## src/rtl/stopwatch_pkg.sv

```systemverilog
// Shared types and constants for the lap stopwatch: FSM states, BCD time layout and digit limits.
package stopwatch_pkg;

  typedef enum logic [1:0] {StIdle, StRun, StPaused, StDone} sw_state_e;

  // Digit 5 is tens of minutes, digit 0 is units of centiseconds.
  typedef logic [5:0][3:0] bcd_time_t;

  localparam int unsigned NumDigits = 6;
  localparam bcd_time_t DIGIT_MAX = {4'd9, 4'd9, 4'd5, 4'd9, 4'd9, 4'd9};
  localparam bcd_time_t BCD_ZERO  = '0;

  function automatic logic bcd_valid(input bcd_time_t t);
    logic ok;
    ok = 1'b1;
    for (int i = 0; i < NumDigits; i++) begin
      if (t[i] > DIGIT_MAX[i]) ok = 1'b0;
    end
    return ok;
  endfunction

endpackage

```

## src/rtl/bcd_time_counter.sv

```systemverilog
// Next-value logic for the MM:SS.CC BCD time register with cascaded carry/borrow.
module bcd_time_counter
  import stopwatch_pkg::*;
(
  input  bcd_time_t time_i,
  input  logic      en_i,
  input  logic      up_i,
  input  logic      load_i,
  input  logic      clear_i,
  input  bcd_time_t load_val_i,
  output bcd_time_t time_o,
  output logic      zero_o
);

  logic cy;

  always_comb begin
    time_o = time_i;
    cy     = 1'b1;
    if (clear_i) begin
      time_o = BCD_ZERO;
    end else if (load_i) begin
      time_o = load_val_i;
    end else if (en_i) begin
      if (up_i) begin
        for (int i = 0; i < NumDigits; i++) begin
          if (cy) begin
            if (time_i[i] == DIGIT_MAX[i]) begin
              time_o[i] = 4'd0;
            end else begin
              time_o[i] = time_i[i] + 4'd1;
              cy        = 1'b0;
            end
          end
        end
      end else if (time_i != BCD_ZERO) begin
        // Down count saturates at zero so a zero preset expires without wrapping.
        for (int i = 0; i < NumDigits; i++) begin
          if (cy) begin
            if (time_i[i] == 4'd0) begin
              time_o[i] = DIGIT_MAX[i];
            end else begin
              time_o[i] = time_i[i] - 4'd1;
              cy        = 1'b0;
            end
          end
        end
      end
    end
  end

  assign zero_o = (time_o == BCD_ZERO);

endmodule

```

## src/rtl/lap_stopwatch.sv

```systemverilog
// Stopwatch core: button edge detection, run/pause/done FSM, tick prescaler, lap buffer, LED chase.
module lap_stopwatch
  import stopwatch_pkg::*;
#(
  parameter int unsigned TICK_DIV  = 1,
  parameter int unsigned LAP_DEPTH = 8,
  parameter int unsigned LED_WIDTH = 10,
  parameter int unsigned LED_DIV   = 50
) (
  input  logic                 clk,
  input  logic                 reset,
  input  logic                 btn_start,
  input  logic                 btn_pause,
  input  logic                 btn_lap,
  input  logic                 btn_clear,
  input  logic                 mode_down,
  input  logic [23:0]          preset,
  output logic [23:0]          time_bcd,
  input  logic [3:0]           lap_rd_idx,
  output logic [23:0]          lap_rd_data,
  output logic [4:0]           lap_count,
  output logic                 lap_full,
  output logic                 running,
  output logic                 expired,
  output logic [LED_WIDTH-1:0] led
);

  localparam int unsigned PresW   = (TICK_DIV > 1) ? $clog2(TICK_DIV) : 1;
  localparam int unsigned LedCntW = (LED_DIV > 1) ? $clog2(LED_DIV) : 1;
  localparam int unsigned LedPosW = (LED_WIDTH > 1) ? $clog2(LED_WIDTH) : 1;

  // Bit order: {clear, start, pause, lap}
  logic [3:0] btn_raw, sync1_q, sync2_q, edge_q, armed_q, cmd;
  logic [1:0] settle_q;

  assign btn_raw = {btn_clear, btn_start, btn_pause, btn_lap};

  // A button only arms once it has been seen low after reset, so a held key never fires.
  always_ff @(posedge clk or negedge reset) begin
    if (!reset) begin
      sync1_q  <= '0;
      sync2_q  <= '0;
      edge_q   <= '0;
      armed_q  <= '0;
      settle_q <= '0;
    end else begin
      sync1_q <= btn_raw;
      sync2_q <= sync1_q;
      edge_q  <= sync2_q;
      if (settle_q != 2'd2) begin
        settle_q <= settle_q + 2'd1;
      end else begin
        armed_q <= armed_q | ~sync2_q;
      end
    end
  end

  assign cmd = sync2_q & ~edge_q & armed_q;

  logic cmd_clear, cmd_start, cmd_pause, cmd_lap;
  assign cmd_clear = cmd[3];
  assign cmd_start = cmd[2] & ~cmd[3];
  assign cmd_pause = cmd[1] & ~|cmd[3:2];
  assign cmd_lap   = cmd[0] & ~|cmd[3:1];

  sw_state_e            state_q;
  bcd_time_t            time_q, time_next;
  logic                 down_q;
  logic [PresW-1:0]     presc_q;
  logic [LedCntW-1:0]   led_cnt_q;
  logic [LedPosW-1:0]   led_pos_q;
  logic [4:0]           lap_cnt_q;
  bcd_time_t            lap_mem_q [LAP_DEPTH];

  logic tick, need_load, start_ok, cnt_zero, active, lap_we;

  assign tick      = (state_q == StRun) && (presc_q == PresW'(TICK_DIV - 1));
  assign need_load = mode_down && (time_q == BCD_ZERO);
  assign start_ok  = cmd_start && (state_q == StIdle) && (!need_load || bcd_valid(preset));
  assign active    = (state_q == StRun) || (state_q == StPaused);
  assign lap_we    = cmd_lap && active && !lap_full;

  bcd_time_counter u_counter (
    .time_i     (time_q),
    .en_i       (tick),
    .up_i       (!down_q),
    .load_i     (start_ok && need_load),
    .clear_i    (cmd_clear),
    .load_val_i (preset),
    .time_o     (time_next),
    .zero_o     (cnt_zero)
  );

  always_ff @(posedge clk or negedge reset) begin
    if (!reset) begin
      state_q   <= StIdle;
      time_q    <= BCD_ZERO;
      down_q    <= 1'b0;
      presc_q   <= '0;
      led_cnt_q <= '0;
      led_pos_q <= LedPosW'(LED_WIDTH - 1);
      lap_cnt_q <= '0;
      for (int i = 0; i < LAP_DEPTH; i++) lap_mem_q[i] <= BCD_ZERO;
    end else begin
      time_q <= time_next;
      if (cmd_clear) begin
        state_q   <= StIdle;
        presc_q   <= '0;
        led_cnt_q <= '0;
        led_pos_q <= LedPosW'(LED_WIDTH - 1);
        lap_cnt_q <= '0;
      end else begin
        if (tick) begin
          presc_q <= '0;
          if (led_cnt_q == LedCntW'(LED_DIV - 1)) begin
            led_cnt_q <= '0;
            led_pos_q <= (led_pos_q == '0) ? LedPosW'(LED_WIDTH - 1)
                                           : led_pos_q - LedPosW'(1);
          end else begin
            led_cnt_q <= led_cnt_q + LedCntW'(1);
          end
        end else if (state_q == StRun) begin
          presc_q <= presc_q + PresW'(1);
        end

        case (state_q)
          StIdle: begin
            if (start_ok) begin
              state_q <= StRun;
              down_q  <= mode_down;
            end
          end
          StRun: begin
            if (cmd_start)                       state_q <= StIdle;
            else if (cmd_pause)                  state_q <= StPaused;
            else if (tick && down_q && cnt_zero) state_q <= StDone;
          end
          StPaused: begin
            if (cmd_start)      state_q <= StIdle;
            else if (cmd_pause) state_q <= StRun;
          end
          StDone: begin
            if (cmd_start) state_q <= StIdle;
          end
          default: state_q <= StIdle;
        endcase

        // Lap stores the pre-tick value because time_q is sampled before this edge's update.
        if (lap_we) begin
          for (int i = 0; i < LAP_DEPTH; i++) begin
            if (lap_cnt_q == 5'(i)) lap_mem_q[i] <= time_q;
          end
          lap_cnt_q <= lap_cnt_q + 5'd1;
        end
      end
    end
  end

  always_comb begin
    lap_rd_data = '0;
    for (int i = 0; i < LAP_DEPTH; i++) begin
      if ((lap_rd_idx == 4'(i)) && (5'(i) < lap_cnt_q)) lap_rd_data = lap_mem_q[i];
    end
  end

  always_comb begin
    led = '0;
    for (int i = 0; i < LED_WIDTH; i++) begin
      led[i] = active && (led_pos_q == LedPosW'(i));
    end
  end

  assign time_bcd  = time_q;
  assign lap_count = lap_cnt_q;
  assign lap_full  = (lap_cnt_q == 5'(LAP_DEPTH));
  assign running   = (state_q == StRun);
  assign expired   = (state_q == StDone);

endmodule

```

## config.mk

```make
export PLATFORM = sky130hd
export DESIGN_NAME = lap_stopwatch
export DESIGN_NICKNAME = d
export VERILOG_FILES = /design/src/rtl/stopwatch_pkg.sv /design/src/rtl/bcd_time_counter.sv /design/src/rtl/lap_stopwatch.sv
export SDC_FILE = /design/constraint.sdc
export NUM_CORES = 1
export LEC_CHECK = 0
export CAP_MARGIN = 10
export CORE_ASPECT_RATIO = 1.5
export CORE_MARGIN = 1.5
export CORE_UTILIZATION = 30
export CTS_CLUSTER_SIZE = 14
export DETAILED_ROUTE_END_ITERATION = 8
export MAX_ROUTING_LAYER = met4
export SKIP_CTS_REPAIR_TIMING = 1
export SLEW_MARGIN = 20
export SYNTH_ARGS = -nofsm -noshare
export SYNTH_HDL_FRONTEND = slang
export SYNTH_HIERARCHICAL = 1
export SYNTH_SLANG_ARGS = --single-unit
```

## constraint.sdc

```tcl
create_clock -name clk -period 7.94 [get_ports clk]
set_clock_uncertainty 0.15 [all_clocks]
set_input_delay 1.191 -clock clk [delete_from_list [all_inputs] [get_ports clk]]
set_output_delay 1.191 -clock clk [all_outputs]
set_load 0.02 [all_outputs]
```

Yosys cells after proc, flatten, opt, wreduce, memory -nomap -nowiden

Cells that the tools add are included.

Add/subtract/negate cells: 17
$lt $le $gt $ge: 14
Equality and inequality tests: 39
Mux-type cells: 125
Bitwise operators: 10
Reduce and logical (&&, ||, !) cells: 63

Operator list:

| cell                  | number |
|---|---|
| $mux W24              | 13 |
| $mux W4               | 26 |
| $mux W1               | 72 |
| $logic_not A24 Y1     | 2 |
| $eq A4 B3 Y1 const B  | 9 |
| $logic_not A4 Y1      | 8 |
| $eq A4 B4 Y1 const B  | 7 |
| $sub A4 B1 Y4 const B | 7 |
| $logic_and A1 B1 Y1   | 27 |
| $reduce_and A3 Y1     | 9 |
| $add A4 B1 Y4 const B | 6 |
| $reduce_bool A24 Y1   | 1 |
| $eq A5 B3 Y1 const B  | 4 |
| $gt A4 B4 Y1 const B  | 5 |
| $lt A3 B5 Y1 const A  | 4 |
| $mux W6               | 3 |
| $eq A4 B2 Y1 const B  | 4 |
| $mux W2               | 8 |
| $eq A5 B2 Y1 const B  | 2 |
| $lt A1 B5 Y1 const A  | 2 |
| $lt A2 B5 Y1 const A  | 2 |
| $mux W5               | 2 |
| $and A4 B4 Y4         | 2 |
| $eq A4 B1 Y1 const B  | 2 |
| 30 further kinds      | 41 |

Register bits: 253
Bits of input ports: 35
Output and inout port bits: 66

Depth between registers and ports, before layout

Word-level depth: 49
Gate-level depth with buffers: 19

By module

Netlist, hierarchy kept.

By module, submodules not included:

| module           | instances | cells an instance | area each (µm²) | sequential area each (µm²) |
|---|---|---|---|---|
| lap_stopwatch    | 1         | 844               | 11063.1         | 6333.6 |
| bcd_time_counter | 1         | 367               | 2339.7          | 0.0 |

Least setup slack after synthesis

No wires, ideal clock.

Kind: input -> register
Start point: input port preset[10]
End point: register state_q[1]
Arrival: 4609 ps
Required time: 7663 ps
Slack: 3054 ps
Stages: 17
Path through: o21a_1 -> a211oi_1 -> a211oi_1 -> nand2b_1 -> nor4_1 -> buf_4 -> clkbuf_1 -> clkbuf_1 -> a221oi_1 -> or4_1 -> nor3_1 -> and4_1 -> nand3b_1 -> a211oi_1 -> nor3_1 -> mux2i_1 -> o31ai_1

RTL lines:

| element                | line                 | source |
|---|---|---|
| start: declaration     | lap_stopwatch.sv:17  | `input logic [23:0] preset,` |
| end signal: assignment | lap_stopwatch.sv:96  | `state_q <= StIdle;` |
| end signal: assignment | lap_stopwatch.sv:107 | `state_q <= StIdle;` |
| end signal: assignment | lap_stopwatch.sv:129 | `state_q <= StRun;` |
| end: declaration       | lap_stopwatch.sv:66  | `sw_state_e state_q;` |

Final worst setup path

Start point: input port lap_rd_idx[0]
End point: output port lap_rd_data[11]

Longest elaborated chain between the ends: 10
Elaborated cells between the ends (all ways): 24

Ends and longest elaborated chain:

| element                | line                 | source |
|---|---|---|
| start: declaration     | lap_stopwatch.sv:19  | `input logic [3:0] lap_rd_idx,` |
| $logic_not A4 Y1       | lap_stopwatch.sv:162 | `if ((lap_rd_idx == 4'(i)) && (5'(i) < lap_cnt_q)) lap_rd_data = lap_mem_q[i];` |
| $logic_and A1 B1 Y1    | lap_stopwatch.sv:162 |  |
| $mux W24 (7 in series) | lap_stopwatch.sv:162 |  |
| $mux W24 *             | lap_stopwatch.sv:162 |  |
| end: declaration       | lap_stopwatch.sv:20  | `output logic [23:0] lap_rd_data,` |

Every way passes the cells marked *; elsewhere a longest branch is shown, timed or not.

==> results.json <==
{
  "status": "completed",
  "numClockSinks": 253,
  "port_buffers": 100,
  "ir_drop_uv": 140,
  "wl_per_cell_microns": 21.5,
  "std_cell_rows": 94,
  "pre_cts_ws_ns": 1.86,
  "ys_top_cells_by_area": "dfrtp_1, mux2_2, a21oi_1",
  "p_leak_nw": 6.98,
  "reg2reg_from": "state_q[1]",
  "via_per_inst": 5.55,
  "clkSlewWorstSetupHoldPaths_ns": 0.06,
  "grtUsageTotal_pct": 18.1,
  "syn_area_sq_mm": 0.0134,
  "yosysWarnings": 6,
  "grt_pass1_vias": 10821,
  "yosysMostFrequentCell": "dfrtp_1",
  "synth_area_leader_cell": "dfrtp_1",
  "cts_tree": "yes",
  "dpl_cell_area_sq_mm": 0.0149,
  "drv_slew": 0,
  "synth_async_sr_flop_share_pct": 100,
  "startpoint": "lap_rd_idx[0]",
  "synth_top_cell_area_share_pct": 46.9,
  "max_freq_mhz": 164,
  "core_area_sq_mm": 0.0440,
  "grt_pass1_wl_microns": 63000,
  "maxCapViolCount": 0,
  "finalNetCount": 1343,
  "grt_setup_unrepaired": "false",
  "cp-end-kind": "primary output",
  "synth_nets": 1274,
  "min_period_ns": 6.09,
  "powerDensity_mw_per_mm2": 276,
  "cts_buffers": 25,
  "io_pins": 101,
  "finalHoldViolCount": 0,
  "dr.pass1.iters": 6,
  "synth_cell_types": 94,
  "cp.required_ns": 6.60,
  "r2r_slack_ns": 2.64,
  "clk_path_buf_depth": 3,
  "antenna_found_initial": 0,
  "post-route-period-util_pct": 76.8,
  "route.vias.total": 10402,
  "place_hpwl_microns": 27800,
  "critPathArrivalTime_ns": 4.75,
  "setup_viol": 0,
  "diodes": 0,
  "crit_path_end": "lap_rd_data[11]",
  "htreeDepth": 1,
  "worst_pin_slew_ns": 1.08,
  "antenna_left": 0,
  "finalHoldWorstSlack_ns": 0.194,
  "max_stage_delay_ns": 0.67,
  "wirelength_microns": 40300,
  "cts_root_buf": "clkbuf_16",
  "min_delay_path_depth": 0,
  "start_kind": "primary input",
  "drc": 0,
  "die_w_microns": 176,
  "drive_gt1_share_pct": 20.3,
  "timing.final.ws_setup_ns": 1.85,
  "synth_commonest_cells": "dfrtp_1, mux2_2, a21oi_1",
  "syn_inst": 1211,
  "ys_seq_area_share_pct": 47.3,
  "initial_core_util_pct": 30.5,
  "cpMostUsedCell": "clkdlybuf4s50_1",
  "critPathKind": "in2out",
  "area_delta_synth_final_pct": 18.0,
  "synth-edff-count": 0,
  "grt.overflow.total": 0,
  "syn_area_per_cell_sq_um": 11.1,
  "crit_fanout": 16,
  "globalplace.congestion": 0.920,
  "synthFlopType": "dfrtp_1",
  "die_area_sq_mm": 0.0460,
  "path_cells": "clkdlybuf4s50_1, or4b_1, a41o_1, nor2_2, buf_4, a221oi_1, a21oi_1, clkdlybuf4s50_1",
  "critPathSlowestCell": "clkdlybuf4s50_1",
  "worstHoldPathType": "reg2reg",
  "drt_iter0_drc": 688,
  "grt_max_degree": 171,
  "die_h_microns": 262,
  "final_util_pct": 36.0,
  "setup_tns_ns": 0,
  "postLayoutCellArea_sq_mm": 0.0158,
  "clk_latency_ns": 0.53,
  "ys_seq_elements": 253,
  "reg2reg_depth": 17,
  "r2r-end": "state_q[0]",
  "maxSlewHeadroom_pct": 27.4
}
[metal layers]
layer,vias up,global-route usage [%],routed length [microns]
li1,4684,-,-
met4,0,8.21,1690
met3,117,1.71,1560
met2,327,32.6,21100
met5,-,-,0
met1,5274,20.2,15900
[how the worst min path moves through the flow]
| stage | slack (ns) | start | end |
|---|---|---|---|
| floorplan | 0.18 | sync1_q[0] | sync2_q[0] |
| CTS | 0.20 | sync1_q[1] | sync2_q[1] |
| detailed placement | 0.18 | sync1_q[3] | sync2_q[3] |
| global route | 0.20 | sync1_q[3] | sync2_q[3] |
| global placement | 0.18 | sync1_q[3] | sync2_q[3] |
| finish | 0.19 | sync1_q[1] | sync2_q[1] |
[final cells by class]
type	count	area [sq um]
Clock buffer	35	743
Clock inverter	9	154
Fill cell	4364	28200
Inverter	45	169
Multi-Input combinational cell	835	6530
Sequential cell	253	6330
Tap cell	576	721
Timing Repair Buffer	120	1170
[report_power, final]
group	internal, mW	switching (mW)
clock	0.780	0.500
sequential	1.43	0.272
combinational	0.543	0.843
[sequential cells by signal, indices dropped and copies added, names as in the netlist]
signal,flops
led_pos_q,4
presc_q,1
state_q,2
led_cnt_q,6
settle_q,2
edge_q,4
lap_mem_q,192
time_bcd,24
down_q,1
armed_q,4
sync2_q,4
lap_count,5
sync1_q,4
[logic make-up (layout without fill, tap and decap cells)]
| logic type | count (synthesis) | count (layout) | synth area share, % |
|---|---|---|---|
| XOR/XNOR | 11 | 11 | 0.719 |
| multiplexers | 200 | 200 | 16.7 |
| adder cells (fa/ha/maj) | 28 | 28 | 2.61 |
| buffers and inverters | 123 | 209 | 4.13 |
| AO/OA/AOI/OAI | 298 | 298 | 15.5 |
| AND/OR/NAND/NOR | 298 | 298 | 13.0 |
| flip-flops | 253 | 253 | 47.3 |
[stage by stage]
step,power [mW],std cells
6_report,4.37,1873
2_1_floorplan,2.52,1211
3_5_place_dp,3.09,1829
3_3_place_gp,3.08,1829
5_1_grt,4.59,1873
4_1_cts,4.38,1873
[worst max-delay path: cells and delay by family]
kind	cells	cell delay [ns]
buffers and inverters	3	1.65
AND/OR/NAND/NOR	2	1.18
AO/OA/AOI/OAI	3	0.73
[cell usage in the layout, fill, tap and decap left out, drive strengths merged, types with 18 or more instances in the layout]
master         instances
dfrtp                251
mux2                 194
clkdlybuf4s50         99
a21oi                 71
o21ai                 59
nand2                 55
nor2                  53
nor3                  44
inv                   43
clkbuf                35
a221oi                33
ha                    28
nand3                 26
buf                   21
a22o                  19
o22a                  19
nor4                  18
Note: power is estimated with default switching activity, not from simulation.
